File: src/rtl/bp_be_dcache_fill_engine.sv
`default_nettype none
// ============================================================================
// Module   : bp_be_dcache_fill_engine
// Purpose  : D$ miss/uncached request engine. Issues block-read or uncached
//            memory commands, streams fill beats into the data array, then
//            writes the tag and touches the stat array for cached misses.
// Revision : 1.0 - initial release
// ============================================================================
module bp_be_dcache_fill_engine #(
  parameter int paddr_width_p = 40,
  parameter int sets_p        = 64,
  parameter int assoc_p       = 8,
  parameter int block_width_p = 512,
  parameter int fill_width_p  = 128,
  parameter int dword_width_p = 64,
  localparam int LG_SETS      = $clog2(sets_p),
  localparam int LG_ASSOC     = $clog2(assoc_p),
  localparam int BLOCK_OFFSET = $clog2(block_width_p / 8),
  localparam int BEATS        = block_width_p / fill_width_p,
  localparam int LG_BEATS     = $clog2(BEATS),
  localparam int BEAT_OFFSET  = $clog2(fill_width_p / 8),
  localparam int TAG_WIDTH    = paddr_width_p - LG_SETS - BLOCK_OFFSET
) (
  input  logic                     clk_i,
  input  logic                     reset_i,

  input  logic                     cache_req_v_i,
  output logic                     cache_req_ready_o,
  input  logic [1:0]               cache_req_type_i,
  input  logic [paddr_width_p-1:0] cache_req_addr_i,
  input  logic [dword_width_p-1:0] cache_req_data_i,
  input  logic                     cache_req_metadata_v_i,
  input  logic [LG_ASSOC-1:0]      cache_req_repl_way_i,

  output logic                     mem_cmd_v_o,
  input  logic                     mem_cmd_ready_i,
  output logic [1:0]               mem_cmd_type_o,
  output logic [paddr_width_p-1:0] mem_cmd_addr_o,
  output logic [dword_width_p-1:0] mem_cmd_data_o,

  input  logic                     mem_resp_v_i,
  output logic                     mem_resp_yumi_o,
  input  logic [fill_width_p-1:0]  mem_resp_data_i,

  output logic                     data_mem_pkt_v_o,
  input  logic                     data_mem_pkt_yumi_i,
  output logic [LG_SETS-1:0]       data_mem_pkt_index_o,
  output logic [LG_ASSOC-1:0]      data_mem_pkt_way_o,
  output logic [LG_BEATS-1:0]      data_mem_pkt_fill_idx_o,
  output logic                     data_mem_pkt_uncached_o,
  output logic [fill_width_p-1:0]  data_mem_pkt_data_o,

  output logic                     tag_mem_pkt_v_o,
  input  logic                     tag_mem_pkt_yumi_i,
  output logic [LG_SETS-1:0]       tag_mem_pkt_index_o,
  output logic [LG_ASSOC-1:0]      tag_mem_pkt_way_o,
  output logic [TAG_WIDTH-1:0]     tag_mem_pkt_tag_o,
  output logic [1:0]               tag_mem_pkt_state_o,

  output logic                     stat_mem_pkt_v_o,
  input  logic                     stat_mem_pkt_yumi_i,
  output logic [LG_SETS-1:0]       stat_mem_pkt_index_o,
  output logic [LG_ASSOC-1:0]      stat_mem_pkt_way_o,

  output logic                     cache_req_critical_o,
  output logic                     cache_req_complete_o
);

  localparam logic [1:0] REQ_MISS_LOAD  = 2'd0;
  localparam logic [1:0] REQ_MISS_STORE = 2'd1;
  localparam logic [1:0] REQ_UC_LOAD    = 2'd2;
  localparam logic [1:0] REQ_UC_STORE   = 2'd3;

  localparam logic [1:0] CMD_BLOCK_READ = 2'd0;
  localparam logic [1:0] CMD_UC_READ    = 2'd1;
  localparam logic [1:0] CMD_UC_WRITE   = 2'd2;

  localparam logic [1:0] TAG_STATE_CLEAN = 2'b01;
  localparam logic [1:0] TAG_STATE_DIRTY = 2'b10;

  localparam logic [LG_BEATS-1:0] LAST_BEAT = LG_BEATS'(BEATS - 1);

  typedef enum logic [3:0] {
    S_IDLE    = 4'd0,
    S_META    = 4'd1,
    S_CMD     = 4'd2,
    S_FILL    = 4'd3,
    S_TAG     = 4'd4,
    S_STAT    = 4'd5,
    S_UC_CMD  = 4'd6,
    S_UC_RESP = 4'd7,
    S_DONE    = 4'd8
  } state_e;

  state_e                     state;
  logic [1:0]                 req_type;
  logic [paddr_width_p-1:0]   req_addr;
  logic [dword_width_p-1:0]   req_data;
  logic [LG_ASSOC-1:0]        req_way;
  logic [LG_BEATS-1:0]        beat_cnt;

  logic                       req_is_miss;
  logic                       beat_accept;
  logic                       uc_load_accept;
  logic [LG_SETS-1:0]         req_index;
  logic [LG_BEATS-1:0]        crit_beat;
  logic [paddr_width_p-1:0]   block_addr;

  // Request decode and address slicing shared by all packet fields
  assign req_is_miss    = ~cache_req_type_i[1];
  assign req_index      = req_addr[BLOCK_OFFSET+LG_SETS-1:BLOCK_OFFSET];
  assign crit_beat      = req_addr[BLOCK_OFFSET-1:BEAT_OFFSET];
  assign block_addr     = {req_addr[paddr_width_p-1:BLOCK_OFFSET], {BLOCK_OFFSET{1'b0}}};
  assign beat_accept    = (state == S_FILL) & mem_resp_v_i & data_mem_pkt_yumi_i;
  assign uc_load_accept = (state == S_UC_RESP) & (req_type == REQ_UC_LOAD)
                        & mem_resp_v_i & data_mem_pkt_yumi_i;

  // Packet fields come straight from latched request state so they stay
  // constant while a valid waits for its handshake
  assign data_mem_pkt_index_o    = req_index;
  assign data_mem_pkt_way_o      = req_way;
  assign data_mem_pkt_fill_idx_o = beat_cnt;
  assign tag_mem_pkt_index_o     = req_index;
  assign tag_mem_pkt_way_o       = req_way;
  assign tag_mem_pkt_tag_o       = req_addr[paddr_width_p-1:paddr_width_p-TAG_WIDTH];
  assign tag_mem_pkt_state_o     = (req_type == REQ_MISS_STORE) ? TAG_STATE_DIRTY : TAG_STATE_CLEAN;
  assign stat_mem_pkt_index_o    = req_index;
  assign stat_mem_pkt_way_o      = req_way;

  // Transaction sequencer: request latch, beat counter and state transitions
  always_ff @(posedge clk_i or negedge reset_i) begin
    if (!reset_i) begin
      state    <= S_IDLE;
      req_type <= REQ_MISS_LOAD;
      req_addr <= '0;
      req_data <= '0;
      req_way  <= '0;
      beat_cnt <= '0;
    end else begin
      case (state)
        S_IDLE: begin
          if (cache_req_v_i) begin
            req_type <= cache_req_type_i;
            req_addr <= cache_req_addr_i;
            req_data <= cache_req_data_i;
            if (req_is_miss) begin
              if (cache_req_metadata_v_i) begin
                req_way <= cache_req_repl_way_i;
                state   <= S_CMD;
              end else begin
                state   <= S_META;
              end
            end else begin
              state <= S_UC_CMD;
            end
          end
        end
        S_META: begin
          if (cache_req_metadata_v_i) begin
            req_way <= cache_req_repl_way_i;
            state   <= S_CMD;
          end
        end
        S_CMD: begin
          if (mem_cmd_ready_i) state <= S_FILL;
        end
        S_FILL: begin
          if (beat_accept) begin
            if (beat_cnt == LAST_BEAT) begin
              beat_cnt <= '0;
              state    <= S_TAG;
            end else begin
              beat_cnt <= beat_cnt + LG_BEATS'(1);
            end
          end
        end
        S_TAG: begin
          if (tag_mem_pkt_yumi_i) state <= S_STAT;
        end
        S_STAT: begin
          if (stat_mem_pkt_yumi_i) state <= S_DONE;
        end
        S_UC_CMD: begin
          if (mem_cmd_ready_i) state <= S_UC_RESP;
        end
        S_UC_RESP: begin
          if (req_type == REQ_UC_LOAD) begin
            if (uc_load_accept) state <= S_DONE;
          end else if (mem_resp_v_i) begin
            state <= S_DONE;
          end
        end
        S_DONE: begin
          state <= S_IDLE;
        end
        default: begin
          state <= S_IDLE;
        end
      endcase
    end
  end

  // Handshake outputs decoded from the current state; at most one array valid
  always_comb begin
    cache_req_ready_o       = (state == S_IDLE);
    mem_cmd_v_o             = 1'b0;
    mem_cmd_type_o          = CMD_BLOCK_READ;
    mem_cmd_addr_o          = '0;
    mem_cmd_data_o          = '0;
    mem_resp_yumi_o         = 1'b0;
    data_mem_pkt_v_o        = 1'b0;
    data_mem_pkt_uncached_o = 1'b0;
    data_mem_pkt_data_o     = '0;
    tag_mem_pkt_v_o         = 1'b0;
    stat_mem_pkt_v_o        = 1'b0;
    cache_req_critical_o    = 1'b0;
    cache_req_complete_o    = 1'b0;
    case (state)
      S_CMD: begin
        mem_cmd_v_o    = 1'b1;
        mem_cmd_type_o = CMD_BLOCK_READ;
        mem_cmd_addr_o = block_addr;
      end
      S_FILL: begin
        data_mem_pkt_v_o     = mem_resp_v_i;
        data_mem_pkt_data_o  = mem_resp_data_i;
        mem_resp_yumi_o      = beat_accept;
        cache_req_critical_o = beat_accept & (beat_cnt == crit_beat);
      end
      S_TAG: begin
        tag_mem_pkt_v_o = 1'b1;
      end
      S_STAT: begin
        stat_mem_pkt_v_o = 1'b1;
      end
      S_UC_CMD: begin
        mem_cmd_v_o    = 1'b1;
        mem_cmd_type_o = (req_type == REQ_UC_LOAD) ? CMD_UC_READ : CMD_UC_WRITE;
        mem_cmd_addr_o = req_addr;
        mem_cmd_data_o = req_data;
      end
      S_UC_RESP: begin
        if (req_type == REQ_UC_LOAD) begin
          data_mem_pkt_v_o        = mem_resp_v_i;
          data_mem_pkt_uncached_o = 1'b1;
          data_mem_pkt_data_o     = fill_width_p'(mem_resp_data_i[dword_width_p-1:0]);
          mem_resp_yumi_o         = uc_load_accept;
          cache_req_critical_o    = uc_load_accept;
        end else begin
          // Store acknowledgement carries no data; just retire it
          mem_resp_yumi_o = mem_resp_v_i;
        end
      end
      S_DONE: begin
        cache_req_complete_o = 1'b1;
      end
      default: begin
      end
    endcase
  end

endmodule
`default_nettype wire

File: config.mk
export PLATFORM = sky130hd
export DESIGN_NAME = bp_be_dcache_fill_engine
export DESIGN_NICKNAME = d
export VERILOG_FILES = /design/src/rtl/bp_be_dcache_fill_engine.sv
export SDC_FILE = /design/constraint.sdc
export NUM_CORES = 1
export LEC_CHECK = 0
export ABC_AREA = 1
export BUFFER_PORTS_ARGS = -buffer_cell sky130_fd_sc_hd__buf_4
export CORE_AREA = 2 2 215 217
export CTS_CLUSTER_SIZE = 16
export DETAILED_ROUTE_END_ITERATION = 8
export DIE_AREA = 0 0 217 219
export GPL_ROUTABILITY_DRIVEN = 0
export PLACE_DENSITY = 0.38
export SYNTH_ARGS = -nofsm -noshare
export SYNTH_HDL_FRONTEND = slang
export SYNTH_SLANG_ARGS = --single-unit
File: constraint.sdc
create_clock -name clk_i -period 4.7 [get_ports clk_i]
set_input_delay 1.41 -clock clk_i [delete_from_list [all_inputs] [get_ports clk_i]]
set_output_delay 1.41 -clock clk_i [all_outputs]
set_load 0.01 [all_outputs]
==> metrics.txt <==
outcome finished clean; CTS resizes 0; post-detail-place hpwl 26000 microns; fraction of registers with async set/reset 1.00; Least-Margin Pin Slew 0.991 ns; die area 0.0475 sq mm; vias post-DR 7497; Final Cycle Share 0.837; Post-Synthesis Cells 999; Overflow after GRT 0; wirelength, routed 32400 microns; drt drc 0; hold violation count in the final report 0; total CTS buffers 17; predominant post-synthesis flop cell dfrtp_1; remaining antenna violation count 0; synthesis-stage register bit count 115; Max transition margin 0.337; drt via density 3.59; Syn Nets 1246; worst path arrival time 2.52 ns; max cap viols 0; port bufs 547; placed cell area 0.0114 sq mm; Post-Place Cells 2057; DR iter-0 viols 285; Boundary Pins 548; pin count of the biggest net entering global routing 112; fin cells 2089; Syn Std Cell Area 0.00718 sq mm; total number of yosys warnings 0; routed len/inst 15.5 microns; met1 Usage GRT 0.146; f_max 0.254 GHz; GRT Max-Usage Layer met2; P per Cell Area 529 mW/mm^2; met2 usage 0.233; clk slew on worst S/H paths 0.06 ns; TritonCTS clock tree yes; Fin Setup TNS 0 ns; clk_skew 0.00829 ns; worst-skew pair later-pin latency 0.43 ns; CP max FO 33; Starting Density 0.159; maximum vdd ir drop 0.000284 V; clk sinks 115; grt met3 use 0.0493; CTS Buffer Depth 2; Hold Path Class reg2reg; Avg Cell Area, Syn 7.18 sq um; Slew Viols, Final 0; postcts setup bufs 0; Critical Path Sink Type output port; most frequent cells in the layout buf_4 (553), inv_1 (257), nor2_1 (196); root buffer cell clkbuf_16; unrepaired setup endpoints after global routing false; Rows 78; GRT Overall Usage 0.131; Crit Path Class reg2out; FILL cells 5082; share of layout cells above drive strength 1 0.438; sequential-to-total area share from yosys stat 0.401; worst path required time 3.29 ns; area delta synth->final 67.6%; Tot Pwr 6.37 mW; die height 219 microns; vias in the first global route 7235; count of endpoints failing setup in the final report 0; chip width 217 microns; Setup WS post-layout 0.768 ns; design area 0.0120 sq mm; pre-CTS setup slack 1.04 ns; drt pass-1 iters 4; number of distinct library cells after synthesis 24; CP Launch Type register; hold_buf cts 0; Post-synth EDFFs 0; Max H-tree Level 4; Core ar. 0.0451 sq mm; initial antenna violation count 1; first-pass GRT wire length 46200 microns; Lkg Pwr 6.72 nW; fin crit period 3.93 ns; commonest non-fill, non-tap cell in the layout buf_4; Final #Nets 1723
sequential cells by signal (all words and copies together) (netlist names):
register and count:
data_mem_pkt_fill_idx_o 2, data_mem_pkt_way_o 3, req_addr 40, req_data 64, req_type 2, state 4
per-stage QoR:
step	utilization	hold slack, ns
after floorplan	-	0.486
after global placement	0.254	0.499
after detailed placement	0.254	0.511
after CTS	0.267	0.524
after global routing	0.267	0.540
final	0.267	0.518
worst max-delay path, stage by stage, from the launching register on:
cell     delay, ns
dfrtp_1       0.48
nand2_2       0.13
inv_1         0.06
nand2_2       0.27
nand2_2       0.15
inv_6         0.41
buf_4         0.34
nor2_1        0.08
buf_4         0.15
power by group:
group          total (mW)  switching (mW)  leakage [nW]  internal, mW
registers            1.72           0.244          1.42          1.47
clock network        1.32           0.491         0.288         0.830
logic                3.33            1.94          5.02          1.39
metal layers:
| layer | vias to the layer above | routed length, microns |
|---|---|---|
| li1 | 3767 | - |
| met1 | 3401 | 12400 |
| met2 | 310 | 16700 |
| met3 | 19 | 2990 |
| met4 | 0 | 390 |
| met5 | - | 0 |
final cells by class:
cell class / instances / area, sq um / area share
inverter: 258 / 973 / 0.0810
clock buffer: 22 / 484 / 0.0403
multi-input combinational: 527 / 2600 / 0.216
tap: 600 / 751 / 0.0624
clock inverter: 9 / 104 / 0.00864
timing repair buffer: 557 / 4230 / 0.352
sequential: 115 / 2880 / 0.239
antenna: 1 / 2.50 / 0.000208
synthesized netlist by cell type, drive strengths merged (2+ instances only):
master / instances / area share
nand3: 12 / 0.0091
nand2: 140 / 0.075
dfrtp: 115 / 0.40
o21ai: 113 / 0.079
nand3b: 2 / 0.0021
nand4: 4 / 0.0035
buf: 95 / 0.10
nor2: 251 / 0.19
inv: 258 / 0.13
clkbuf: 4 / 0.0021
worst paths after layout:
check | cells past startpoint | startpoint | to | slack [ns]
worst min register to register | 2 | req_data[44]$_DFFE_PN0P_ | req_data[44]$_DFFE_PN0P_ | 0.52
max in group asynchronous | 2 | reset_i | req_data[55]$_DFFE_PN0P_ | 2.90
worst max register to register | 9 | state[0]$_DFFE_PN0P_ | state[1]$_DFFE_PN0P_ | 2.46
worst max-delay path | 8 | state[0]$_DFFE_PN0P_ | data_mem_pkt_data_o[63] | 0.77
worst min-delay path | 2 | req_data[44]$_DFFE_PN0P_ | req_data[44]$_DFFE_PN0P_ | 0.52
min in group asynchronous | 1 | reset_i | req_data[19]$_DFFE_PN0P_ | 1.01
cell families (layout without fill, tap and decap cells):
kind of cell,count (synthesis),in the layout,share of synthesized area
and+or+nand+nor,412,412,0.279
buffers and inverters,357,846,0.238
DFF,115,115,0.401
AOI/OAI and AO/OA,114,114,0.0797
adders and majority gates,1,1,0.00174
other,0,1,0
Note: power is estimated with default switching activity, not from simulation.
